$ cat src/rtl/load_align_pkg.sv
// Shared load-path types: access-size encoding, load FSM states, lane masks
// and the alignment legality rule.
package load_align_pkg;

  typedef enum logic [1:0] {
    SZ_BYTE = 2'd0,
    SZ_HALF = 2'd1,
    SZ_WORD = 2'd2,
    SZ_RSVD = 2'd3
  } size_e;

  typedef enum logic [1:0] {
    ST_IDLE,
    ST_READ,
    ST_DONE
  } state_e;

  localparam logic [31:0] MASK_BYTE = 32'h0000_00FF;
  localparam logic [31:0] MASK_HALF = 32'h0000_FFFF;
  localparam logic [31:0] MASK_WORD = 32'hFFFF_FFFF;

  // Halfwords need an even address, words a 4-byte aligned one.
  function automatic logic req_legal(input size_e sz, input logic [1:0] lo);
    case (sz)
      SZ_BYTE: return 1'b1;
      SZ_HALF: return ~lo[0];
      SZ_WORD: return (lo == 2'b00);
      default: return 1'b0;
    endcase
  endfunction

endpackage

$ cat src/rtl/load_align_mask_gen.sv
// Size-to-lane-mask decode for the downstream filter.
module mask_gen
  import load_align_pkg::*;
(
  input  size_e       size,
  output logic [31:0] mask
);

  always_comb begin
    mask = '0;
    case (size)
      SZ_BYTE: mask = MASK_BYTE;
      SZ_HALF: mask = MASK_HALF;
      SZ_WORD: mask = MASK_WORD;
      default: mask = '0;
    endcase
  end

endmodule

$ cat src/rtl/load_align.sv
// Load aligner: fetches the containing word, right-justifies the addressed
// bytes and supplies a lane mask; rejects misaligned requests and times out.
module load_align
  import load_align_pkg::*;
#(
  parameter int unsigned TIMEOUT = 15
) (
  input  logic        clk,
  input  logic        rst,
  input  logic        start,
  input  logic [31:0] addr,
  input  logic [1:0]  size,
  output logic        busy,
  output logic        mem_rd,
  output logic [31:0] mem_addr,
  input  logic        mem_ack,
  input  logic [31:0] mem_data,
  output logic [31:0] data,
  output logic [31:0] mask,
  output logic        done,
  output logic        err
);

  localparam logic [7:0] CNT_LAST = 8'(TIMEOUT - 1);

  state_e      state_q, state_d;
  logic [7:0]  cnt_q, cnt_d;
  logic [31:0] addr_q, addr_d;
  size_e       size_q, size_d;
  logic [31:0] data_q, data_d;
  logic [31:0] mask_q, mask_d;
  logic        err_q, err_d;
  logic [31:0] mask_dec;
  logic [4:0]  shamt;

  mask_gen u_mask_gen (
    .size (size_q),
    .mask (mask_dec)
  );

  assign shamt = {addr_q[1:0], 3'b000};

  always_comb begin
    state_d = state_q;
    cnt_d   = cnt_q;
    addr_d  = addr_q;
    size_d  = size_q;
    data_d  = data_q;
    mask_d  = mask_q;
    err_d   = 1'b0;
    case (state_q)
      ST_IDLE: begin
        if (start) begin
          if (req_legal(size_e'(size), addr[1:0])) begin
            addr_d  = addr;
            size_d  = size_e'(size);
            cnt_d   = '0;
            state_d = ST_READ;
          end else begin
            err_d = 1'b1;
          end
        end
      end
      ST_READ: begin
        // An ack in the final allowed cycle takes precedence over the timeout.
        if (mem_ack) begin
          data_d  = mem_data >> shamt;
          mask_d  = mask_dec;
          cnt_d   = '0;
          state_d = ST_DONE;
        end else if (cnt_q == CNT_LAST) begin
          err_d   = 1'b1;
          cnt_d   = '0;
          state_d = ST_IDLE;
        end else begin
          cnt_d = cnt_q + 8'd1;
        end
      end
      ST_DONE: state_d = ST_IDLE;
      default: state_d = ST_IDLE;
    endcase
  end

  always_ff @(posedge clk) begin
    if (rst) begin
      state_q <= ST_IDLE;
      cnt_q   <= '0;
      addr_q  <= '0;
      size_q  <= SZ_BYTE;
      data_q  <= '0;
      mask_q  <= '0;
      err_q   <= 1'b0;
    end else begin
      state_q <= state_d;
      cnt_q   <= cnt_d;
      addr_q  <= addr_d;
      size_q  <= size_d;
      data_q  <= data_d;
      mask_q  <= mask_d;
      err_q   <= err_d;
    end
  end

  assign busy     = (state_q != ST_IDLE);
  assign mem_rd   = (state_q == ST_READ);
  assign done     = (state_q == ST_DONE);
  assign mem_addr = {addr_q[31:2], 2'b00};
  assign data     = data_q;
  assign mask     = mask_q;
  assign err      = err_q;

endmodule

$ cat config.mk
export PLATFORM = sky130hd
export DESIGN_NAME = load_align
export DESIGN_NICKNAME = d
export VERILOG_FILES = /design/src/rtl/load_align_pkg.sv /design/src/rtl/load_align_mask_gen.sv /design/src/rtl/load_align.sv
export SDC_FILE = /design/constraint.sdc
export NUM_CORES = 1
export LEC_CHECK = 0
export BUFFER_PORTS_ARGS = -buffer_cell sky130_fd_sc_hd__buf_2
export CELL_PAD_IN_SITES_DETAIL_PLACEMENT = 1
export CELL_PAD_IN_SITES_GLOBAL_PLACEMENT = 1
export CORE_MARGIN = 4
export CORE_UTILIZATION = 36
export CTS_CLUSTER_DIAMETER = 200
export DETAILED_ROUTE_END_ITERATION = 8
export MAX_ROUTING_LAYER = met4
export PLACE_DENSITY = 0.84
export RECOVER_POWER = 25
export SLEW_MARGIN = 20
export SYNTH_ARGS = -nofsm -noshare
export SYNTH_HDL_FRONTEND = slang
export SYNTH_HIERARCHICAL = 1
export SYNTH_SLANG_ARGS = --single-unit
export TNS_END_PERCENT = 50
$ cat constraint.sdc
create_clock -name clk -period 1.7 [get_ports clk]
set_input_delay 0.17 -clock clk [delete_from_list [all_inputs] [get_ports clk]]
set_output_delay 0.17 -clock clk [all_outputs]
set_load 0.005 [all_outputs]
==> metrics.txt <==
# TYPE chip_impl_metric gauge
chip_impl_metric{name="post_synth_inst_count",unit=""} 614
chip_impl_info{name="tritoncts_clock_tree",value="built"} 1
chip_impl_metric{name="timing.slew.headroom",unit=""} 0.531
chip_impl_metric{name="nNetsFinal",unit=""} 784
chip_impl_metric{name="cellPowerDensity",unit="mW/mm^2"} 944
chip_impl_metric{name="final_core_utilization",unit=""} 0.441
chip_impl_metric{name="worst-endpoint-required",unit="ps"} 1960
chip_impl_info{name="cts_root_buffer",value="clkbuf_16"} 1
chip_impl_metric{name="ys_seq_area_frac",unit=""} 0.443
chip_impl_info{name="synth-main-ff-cell",value="dfxtp_1"} 1
chip_impl_metric{name="combinationalPowerShare",unit=""} 0.116
chip_impl_metric{name="crit_path_max_fanout",unit=""} 2
chip_impl_metric{name="power",unit="mW"} 5.53
chip_impl_metric{name="die-height",unit="microns"} 125
chip_impl_metric{name="timing.max_cap.violations",unit=""} 0
chip_impl_metric{name="swShare",unit=""} 0.248
chip_impl_metric{name="finish.cell_count_without_fillers",unit=""} 892
chip_impl_metric{name="power_dissipated_by_switching_net_loads",unit="mW"} 1.37
chip_impl_metric{name="overflow",unit=""} 0
chip_impl_metric{name="overall_routing_resource_usage",unit=""} 0.188
chip_impl_metric{name="grt_antenna_before_repair",unit=""} 1
chip_impl_metric{name="synth.yosys.warnings",unit=""} 6
chip_impl_metric{name="layout.cell_area.non_filler",unit="sq mm"} 0.00586
chip_impl_metric{name="initialDrtViolationCount",unit=""} 198
chip_impl_metric{name="flow.area_growth_from_synthesis",unit="%"} 19.0
chip_impl_metric{name="grt_pass1_vias",unit=""} 4622
chip_impl_info{name="final_common_cell",value="nand2_1"} 1
chip_impl_metric{name="placementRows",unit=""} 42
chip_impl_info{name="critical_path.endpoint_type",value="register"} 1
chip_impl_metric{name="final_period_minus_worst_setup_slack",unit="ps"} 1630
chip_impl_metric{name="avgRoutedWirePerCell",unit="microns"} 16.3
chip_impl_metric{name="data_arrival_time_at_the_worst_slack_endpoint",unit="ps"} 1890
chip_impl_metric{name="synthesis.area",unit="sq mm"} 0.00492
chip_impl_metric{name="worstSkewPairLatency",unit="ps"} 340
chip_impl_metric{name="wire_length_of_the_first_global_routing_pass",unit="microns"} 23700
chip_impl_metric{name="overall_die_area",unit="sq mm"} 0.0156
chip_impl_metric{name="dp_cells",unit=""} 868
chip_impl_metric{name="finClkSkew",unit="ps"} 6.56
chip_impl_metric{name="vias",unit=""} 4452
chip_impl_info{name="startpoint_type",value="register"} 1
chip_impl_metric{name="detail_route.drc_violations",unit=""} 0
chip_impl_metric{name="core",unit="sq mm"} 0.0133
chip_impl_metric{name="start_util",unit=""} 0.370
chip_impl_metric{name="timing_max_transition_violations_final",unit=""} 0
chip_impl_metric{name="dp_hpwl",unit="microns"} 10500
chip_impl_info{name="outcome",value="complete, no violations"} 1
chip_impl_info{name="rsz0062_at_grt",value="yes"} 1
chip_impl_metric{name="portBuffers",unit=""} 167
chip_impl_metric{name="worst_setup_hold_path_clk_slew",unit="ps"} 70
chip_impl_metric{name="power.leakage",unit="nW"} 2.34
chip_impl_metric{name="antenna_violating_nets_post_route",unit=""} 0
chip_impl_metric{name="finalHoldViolations",unit=""} 0
chip_impl_metric{name="min_period_over_period",unit=""} 0.958
chip_impl_metric{name="final_replace_weighted_congestion",unit=""} 0.841
chip_impl_metric{name="syn_avg_cell_area",unit="sq um"} 8.02
chip_impl_metric{name="layout-drive-gt1-share",unit=""} 0.269
chip_impl_metric{name="async_flop_share",unit=""} 0
chip_impl_metric{name="cts.sink_count",unit=""} 109
chip_impl_metric{name="cts_made_buffers",unit=""} 9
chip_impl_metric{name="synth.distinct_cells",unit=""} 39
chip_impl_metric{name="share_clk_of_total_power",unit=""} 0.398
chip_impl_metric{name="die_width",unit="microns"} 125
chip_impl_metric{name="route.detailed.vias_per_inst",unit=""} 4.99
chip_impl_metric{name="h-tree-depth",unit=""} 3
chip_impl_metric{name="synth_enable_flop_cells",unit=""} 0
chip_impl_metric{name="drt_first_pass_iters",unit=""} 4
chip_impl_metric{name="internal-power",unit="mW"} 4.16
chip_impl_metric{name="seqPwrFrac",unit=""} 0.486
chip_impl_info{name="hold_path_class",value="input pin to register"} 1
chip_impl_metric{name="drt_wl_total",unit="microns"} 14500
chip_impl_metric{name="vdd_ir_drop_max",unit="mV"} 0.542
chip_impl_metric{name="cts_hold_buffers",unit=""} 0
chip_impl_metric{name="pin_count_of_the_biggest_net_entering_global_routing",unit=""} 66
chip_impl_metric{name="fmax",unit="MHz"} 614
chip_impl_metric{name="setup_viol",unit=""} 0
chip_impl_metric{name="worst_pin_slew",unit="ps"} 702
chip_impl_metric{name="top_level_ports",unit=""} 170
chip_impl_metric{name="maximum_clock_path_buffer_count",unit=""} 2
chip_impl_metric{name="place_area",unit="sq mm"} 0.00549
chip_impl_info{name="criticalPathCategory",value="register to register"} 1
chip_impl_info{name="highest_count_cells_in_the_layout_ignoring_fill_and_taps",value="nand2_1 (156), buf_2 (131), dfxtp_1 (106), a21oi_1 (103), clkbuf_1 (35)"} 1
chip_impl_metric{name="synth-seq-cells",unit=""} 109
==> logic make-up after synthesis <==
| group | count (synthesis) | synth area share |
|---|---|---|
| simple gates | 229 | 0.195 |
| compound gates | 137 | 0.160 |
| buf+inv | 110 | 0.140 |
| flops | 109 | 0.443 |
| mux | 24 | 0.0508 |
| fa+ha+maj | 4 | 0.0102 |
| other cells | 1 | 0.000761 |
==> timing repair <==
action                     CTS  global route
setup endpoints to repair    7            11
buffers inserted             6             1
pin swaps                    3             2
gates resized for setup      6             6
==> power by group through the flow <==
stage,Clock [mW],Sequential (mW),Combinational (mW)
final,2.20,2.69,0.645
after global routing,2.36,2.70,0.719
after CTS,2.25,2.69,0.649
after detailed placement,0,2.75,0.633
after global placement,0,2.74,0.603
after floorplan,0,2.74,0.444
==> routing by layer <==
layer	vias up	wire, microns	GRT usage
met5	-	0	-
met4	0	236	0.0536
met3	19	889	0.0499
met2	114	7380	0.323
met1	2138	6010	0.216
li1	2181	-	-
==> state kept, by name, summed over array words and instances (netlist names) <==
name     flops
addr_q      32
cnt_q        8
data        32
err          1
mask        32
size_q       2
state_q      2
==> through the flow <==
stage / setup slack, ps / hold slack, ps / TNS [ps]
finish: 71.2 / 62.9 / 0
floorplan: 214 / 306 / 0
global route: -29.9 / 57.3 / -98.5
CTS: -4.17 / 49.8 / -4.73
global placement: 86.4 / 412 / 0
detailed placement: -171 / 420 / -828
==> cell usage after synthesis (2+ instances only) <==
cell	count	area (sq um)
ha_1	4	50.1
a21oi_1	105	526
or3_1	2	12.5
nand3_1	13	65.1
dfxtp_1	109	2180
nand2_1	156	586
mux2i_1	16	160
nor3_1	10	50.1
mux2_2	8	90.1
buf_1	3	11.3
inv_1	6	22.5
buf_2	19	95.1
a211oi_1	8	60.1
o31ai_1	5	37.5
or4_1	5	37.5
clkbuf_1	16	60.1
o21ai_0	2	10.0
nor2_1	30	113
buf_4	65	488
nand3b_1	3	22.5
and3_1	2	12.5
nor2b_1	3	18.8
o211ai_1	8	60.1
==> cell type report <==
| cell class | count | area (sq um) |
|---|---|---|
| antenna | 1 | 2.50 |
| clock buffer | 12 | 267 |
| tap | 176 | 220 |
| sequential | 109 | 2190 |
| clock inverter | 4 | 45.0 |
| fill | 1663 | 7440 |
| timing repair buffer | 188 | 1020 |
| multi-input combinational | 396 | 2100 |
| inverter | 6 | 22.5 |
==> worst paths after layout <==
check / startpoint / endpoint / slack, ps / depth (start not counted)
min reg2reg: mask[11]$_SDFFE_PP0P_ / mask[11]$_SDFFE_PP0P_ / 460 / 2
max: cnt_q[0]$_SDFFE_PP0P_ / err$_SDFF_PP0_ / 70 / 9
min: addr[4] / addr_q[4]$_SDFFE_PP0P_ / 60 / 3
max reg2reg: cnt_q[0]$_SDFFE_PP0P_ / err$_SDFF_PP0_ / 70 / 9
==> worst max-delay path, stage by stage (launching register included) <==
cell and delay [ps]:
dfxtp_2 330, inv_2 60, ha_4 110, nand4b_1 140, buf_4 180, buf_4 120
buf_4 130, nor4_2 180, a32oi_1 140, nor3_2 160
(Power assumes the default switching activity.)
